[config.mk]
export PLATFORM = sky130hd
export DESIGN_NAME = aes_pipe_arbiter
export DESIGN_NICKNAME = d
export VERILOG_FILES = /design/src/rtl/aes_pipe_arbiter.sv
export SDC_FILE = /design/constraint.sdc
export NUM_CORES = 1
export LEC_CHECK = 0
export CAP_MARGIN = 20
export CORE_AREA = 2 2 450 452
export CTS_BUF_LIST = sky130_fd_sc_hd__clkbuf_8 sky130_fd_sc_hd__clkbuf_16
export DETAILED_ROUTE_END_ITERATION = 6
export DIE_AREA = 0 0 452 454
export GPL_TIMING_DRIVEN = 0
export PLACE_DENSITY = 0.52
export SETUP_SLACK_MARGIN = 0.05
export SLEW_MARGIN = 0
export SYNTH_ARGS = -nofsm -noshare
export SYNTH_HDL_FRONTEND = slang
export SYNTH_SLANG_ARGS = --single-unit
[constraint.sdc]
create_clock -name clk -period 9.8 [get_ports clk]
set_input_delay 0.98 -clock clk [delete_from_list [all_inputs] [get_ports clk]]
set_output_delay 0.98 -clock clk [all_outputs]
set_load 0.03 [all_outputs]
[src/rtl/aes_pipe_arbiter.sv]
// aes_pipe_arbiter: round-robin front end sharing a fixed-latency AES pipe between two
// requesters, with credit-guarded per-channel result FIFOs fed by a tag delay line.
module aes_pipe_arbiter #(
    parameter int LENGTH     = 128,
    parameter int PIPE_LAT   = 12,
    parameter int FIFO_DEPTH = 4
) (
    input  logic              clk,
    input  logic              rst,
    input  logic              in0_valid,
    input  logic              in1_valid,
    output logic              in0_ready,
    output logic              in1_ready,
    input  logic [LENGTH-1:0] in0_text,
    input  logic [LENGTH-1:0] in1_text,
    input  logic [LENGTH-1:0] in0_key,
    input  logic [LENGTH-1:0] in1_key,
    output logic              out0_valid,
    output logic              out1_valid,
    input  logic              out0_ready,
    input  logic              out1_ready,
    output logic [LENGTH-1:0] out0_data,
    output logic [LENGTH-1:0] out1_data,
    output logic              pipe_vld,
    output logic [LENGTH-1:0] pipe_text,
    output logic [LENGTH-1:0] pipe_key,
    input  logic [LENGTH-1:0] pipe_ct,
    output logic              busy
);
    localparam int CW = $clog2(FIFO_DEPTH + 1);
    localparam int PW = $clog2(FIFO_DEPTH);
    localparam logic [CW-1:0] FULL = CW'(FIFO_DEPTH);

    logic [1:0]          in_valid, out_ready, elig, grant, push, pop;
    logic [CW-1:0]       cnt_q [2];
    logic [CW-1:0]       cnt_d [2];
    logic [CW-1:0]       fcnt_q [2];
    logic [CW-1:0]       fcnt_d [2];
    logic [PW-1:0]       wp_q [2];
    logic [PW-1:0]       rp_q [2];
    logic [LENGTH-1:0]   mem_q [2][FIFO_DEPTH];
    logic [PIPE_LAT-1:0] tv_q, tc_q;
    logic                last_q, last_d, pipe_vld_q, pipe_ch_q;
    logic [LENGTH-1:0]   pipe_text_q, pipe_text_d, pipe_key_q, pipe_key_d;

    assign in_valid  = {in1_valid, in0_valid};
    assign out_ready = {out1_ready, out0_ready};

    always_comb begin
        for (int i = 0; i < 2; i++) begin
            elig[i] = in_valid[i] && (cnt_q[i] < FULL);
            push[i] = tv_q[PIPE_LAT-1] && (tc_q[PIPE_LAT-1] == i[0]);
            pop[i]  = out_ready[i] && (fcnt_q[i] != '0);
        end
        grant[0] = elig[0] && (!elig[1] || last_q);
        grant[1] = elig[1] && (!elig[0] || !last_q);
        for (int i = 0; i < 2; i++) begin
            cnt_d[i]  = cnt_q[i] + CW'(grant[i]) - CW'(pop[i]);
            fcnt_d[i] = fcnt_q[i] + CW'(push[i]) - CW'(pop[i]);
        end
        last_d      = (|grant) ? grant[1] : last_q;
        pipe_text_d = grant[1] ? in1_text : grant[0] ? in0_text : pipe_text_q;
        pipe_key_d  = grant[1] ? in1_key : grant[0] ? in0_key : pipe_key_q;
    end

    // The tag line is fed from the issue register so its head lines up with pipe_ct.
    always_ff @(posedge clk or posedge rst) begin
        if (rst) begin
            for (int i = 0; i < 2; i++) begin
                cnt_q[i]  <= '0;
                fcnt_q[i] <= '0;
                wp_q[i]   <= '0;
                rp_q[i]   <= '0;
            end
            tv_q        <= '0;
            tc_q        <= '0;
            last_q      <= 1'b1;
            pipe_vld_q  <= 1'b0;
            pipe_ch_q   <= 1'b0;
            pipe_text_q <= '0;
            pipe_key_q  <= '0;
        end else begin
            for (int i = 0; i < 2; i++) begin
                cnt_q[i]  <= cnt_d[i];
                fcnt_q[i] <= fcnt_d[i];
                wp_q[i]   <= wp_q[i] + PW'(push[i]);
                rp_q[i]   <= rp_q[i] + PW'(pop[i]);
            end
            tv_q        <= {tv_q[PIPE_LAT-2:0], pipe_vld_q};
            tc_q        <= {tc_q[PIPE_LAT-2:0], pipe_ch_q};
            last_q      <= last_d;
            pipe_vld_q  <= |grant;
            pipe_ch_q   <= grant[1];
            pipe_text_q <= pipe_text_d;
            pipe_key_q  <= pipe_key_d;
        end
    end

    always_ff @(posedge clk) begin
        for (int i = 0; i < 2; i++)
            if (push[i]) mem_q[i][wp_q[i]] <= pipe_ct;
    end

    assign in0_ready  = grant[0];
    assign in1_ready  = grant[1];
    assign out0_valid = fcnt_q[0] != '0;
    assign out1_valid = fcnt_q[1] != '0;
    assign out0_data  = mem_q[0][rp_q[0]];
    assign out1_data  = mem_q[1][rp_q[1]];
    assign pipe_vld   = pipe_vld_q;
    assign pipe_text  = pipe_text_q;
    assign pipe_key   = pipe_key_q;
    assign busy       = pipe_vld_q || (|tv_q) || out0_valid || out1_valid;
endmodule

==> out/summary.txt <==
worst-margin pin slew -> 1020 ps
Setup Crit Path Kind -> register to output port
Initial Utilization -> 0.248
crit-path max FO -> 10
cell leakage power -> 0.0254 uW
Fill cells -> 19.1k
global placement routability congestion -> 0.923
Final period util -> 0.503
Slew headroom -> 0.319
EDFF count, synth -> 1,024
minimum clock period -> 4930 ps
worst hold path type -> register to register
final hold vios -> 0
most frequent cells in the layout -> clkdlybuf4s50_1 (1,163), edfxtp_1 (1,024), dfrtp_1 (302)
via count -> 30.3k
post-route insts no fill -> 6,562
element type at the critical path end -> output port
Cell Pwr Density -> 338 nW/um^2
post-CTS setup buffers -> 0
antenna violations before repair -> 63
Netlist cell types -> 34
Yosys warning total -> 0
Worst VDD drop -> 0.164 mV
CTS H-tree depth -> 4
Num CTS Buffers -> 150
clock root buffer -> clkbuf_16
Pre-Repair DR Iteration Count -> 7
vias in the first global route -> 31.3k
Mean Syn Cell Area -> 21.3 sq um
die area -> 205,000 sq um
clock skew -> 30.5 ps
placement row count -> 165
core outline area -> 201,000 sq um
highest clock rate -> 203 MHz
FF+latch count, synth -> 1,327
total clock sinks -> 1,327
cell count after placement -> 6,262
Netlist Area Pre-Place -> 49,800 sq um
# nets final -> 4,401
Die W -> 452 microns
RSZ-0062 raised after global routing -> false
Seq/Total Area, Yosys -> 0.770
DR DRC count -> 0
Power, Total -> 24,000 uW
share of layout cells above drive strength 1 -> 0.174
Slew Limit Fails -> 0
port bufs -> 1,163
CTS tree -> built
outcome -> complete, no violations
Worst Path Required -> 8820 ps
die height -> 454 microns
DR iter-0 viols -> 2,432
Vias/cell -> 4.62
setup violators final -> 0
Total Wirelength -> 209,000 microns
I/O pins -> 1,164
Post-synth top flop -> edfxtp_1
global route overflow -> 0
Mapped Cells -> 2,339
post-route ant nets -> 0
CTS Buffer Depth -> 3
worst hold slack -> 339 ps
clk slew on worst S/H paths -> 60 ps
commonest non-fill, non-tap cell in the layout -> clkdlybuf4s50_1
Net Count, Synth -> 2,998
R2R setup slack -> 6990 ps
All-Layer GR Usage -> 0.198
largest net degree at the start of global routing -> 117
synthesis-to-finish area growth -> 42.6%
Max Cap Viol -> 0
cts hold-fix bufs -> 0
WL/cell -> 31.8 microns
Worst setup SP type -> register
first-pass GRT wire length -> 276,000 microns
post_cts resized -> 0
hpwl dp -> 164,000 microns
worst-skew pair later-pin latency -> 790 ps
ys async rst share -> 0.228
crit path DAT -> 3950 ps
## metal layers
layer / global-route usage / up-vias / wire, microns
li1: - / 12800 / -
met1: 0.204 / 15900 / 70300
met2: 0.362 / 1224 / 112000
met3: 0.0554 / 368 / 14400
met4: 0.106 / 36 / 12100
met5: 0 / - / 232
## flip-flops by register name, summed over array words and instances, names as in the netlist
name / flops
pipe_vld: 1
fcnt_q: 6
pipe_key: 128
wp_q: 4
rp_q: 4
cnt_q: 6
last_q: 1
pipe_ch_q: 1
tc_q: 12
tv_q: 12
mem_q: 1024
pipe_text: 128
## through the flow
stage | utilization | instance area (sq um) | TNS, ps | setup slack, ps
floorplan | - | 49800 | -193630 | -718
global placement | 0.322 | 64800 | -6810460 | -12400
detailed placement | 0.330 | 66200 | 0 | 4900
CTS | 0.353 | 70900 | 0 | 4520
global route | 0.353 | 70900 | 0 | 4530
finish | 0.353 | 71000 | 0 | 4870
## critical path: stages (launching register included)
cell and delay [ps]:
dfrtp_1 320, clkbuf_1 350, clkbuf_1 400, buf_8 220, buf_2 480, mux4_2 560, clkdlybuf4s50_1 770
## final cells by class
cell class | count | area (sq um) | share of cell area
Timing Repair Buffer | 1251 | 13000 | 0.184
Clock inverter | 114 | 823 | 0.0116
Buffer | 171 | 952 | 0.0134
Sequential cell | 1327 | 38300 | 0.540
Antenna cell | 30 | 75.1 | 0.00106
Multi-Input combinational cell | 826 | 10500 | 0.148
Tap cell | 2672 | 3340 | 0.0471
Clock buffer | 156 | 3860 | 0.0544
Inverter | 15 | 63.8 | 0.000899
## where the power goes
group          total, uW  switching [uW]  internal [uW]
Sequential          7900             569           7330
Clock               5390            2370           3020
Combinational      10700            6480           4200
## final timing paths
path | startpoint | end | depth (start not counted)
worst max-delay path | rp_q[0] | out1_data[101] | 6
worst min-delay path | tc_q[9] | tc_q[10] | 0
worst max register to register | cnt_q[5] | pipe_text[116] | 6
worst min register to register | tc_q[9] | tc_q[10] | 0
max in group asynchronous | rst | pipe_text[96] | 4
min in group asynchronous | rst | pipe_text[123] | 2
## cells in the mapped netlist (2+ instances only)
master	instances	share of area
xnor2_1	9	0.0016
xor2_1	5	0.00088
buf_6	24	0.0054
nor3_1	2	0.00020
or3_1	2	0.00025
buf_2	76	0.0076
nand2_1	3	0.00023
and2_1	2	0.00025
dfrtp_1	302	0.15
edfxtp_1	1024	0.62
nor2_1	3	0.00023
fa_1	4	0.0016
ha_1	9	0.0023
and3_1	258	0.032
inv_1	15	0.0011
a221o_1	256	0.051
nor3b_1	3	0.00045
mux4_2	256	0.12
buf_1	16	0.0012
nor4_1	2	0.00025
buf_12	2	0.00080
nor2b_1	2	0.00025
clkbuf_1	53	0.0040
## kinds of logic after synthesis
group | Yosys count | synth area share
flip-flops | 1327 | 0.770
AND/OR/NAND/NOR | 284 | 0.0356
AO/OA/AOI/OAI | 258 | 0.0517
multiplexers | 257 | 0.116
buffers and inverters | 186 | 0.0202
XOR/XNOR | 14 | 0.00246
adder cells (fa/ha/maj) | 13 | 0.00387
Note: power is estimated with default switching activity, not from simulation.
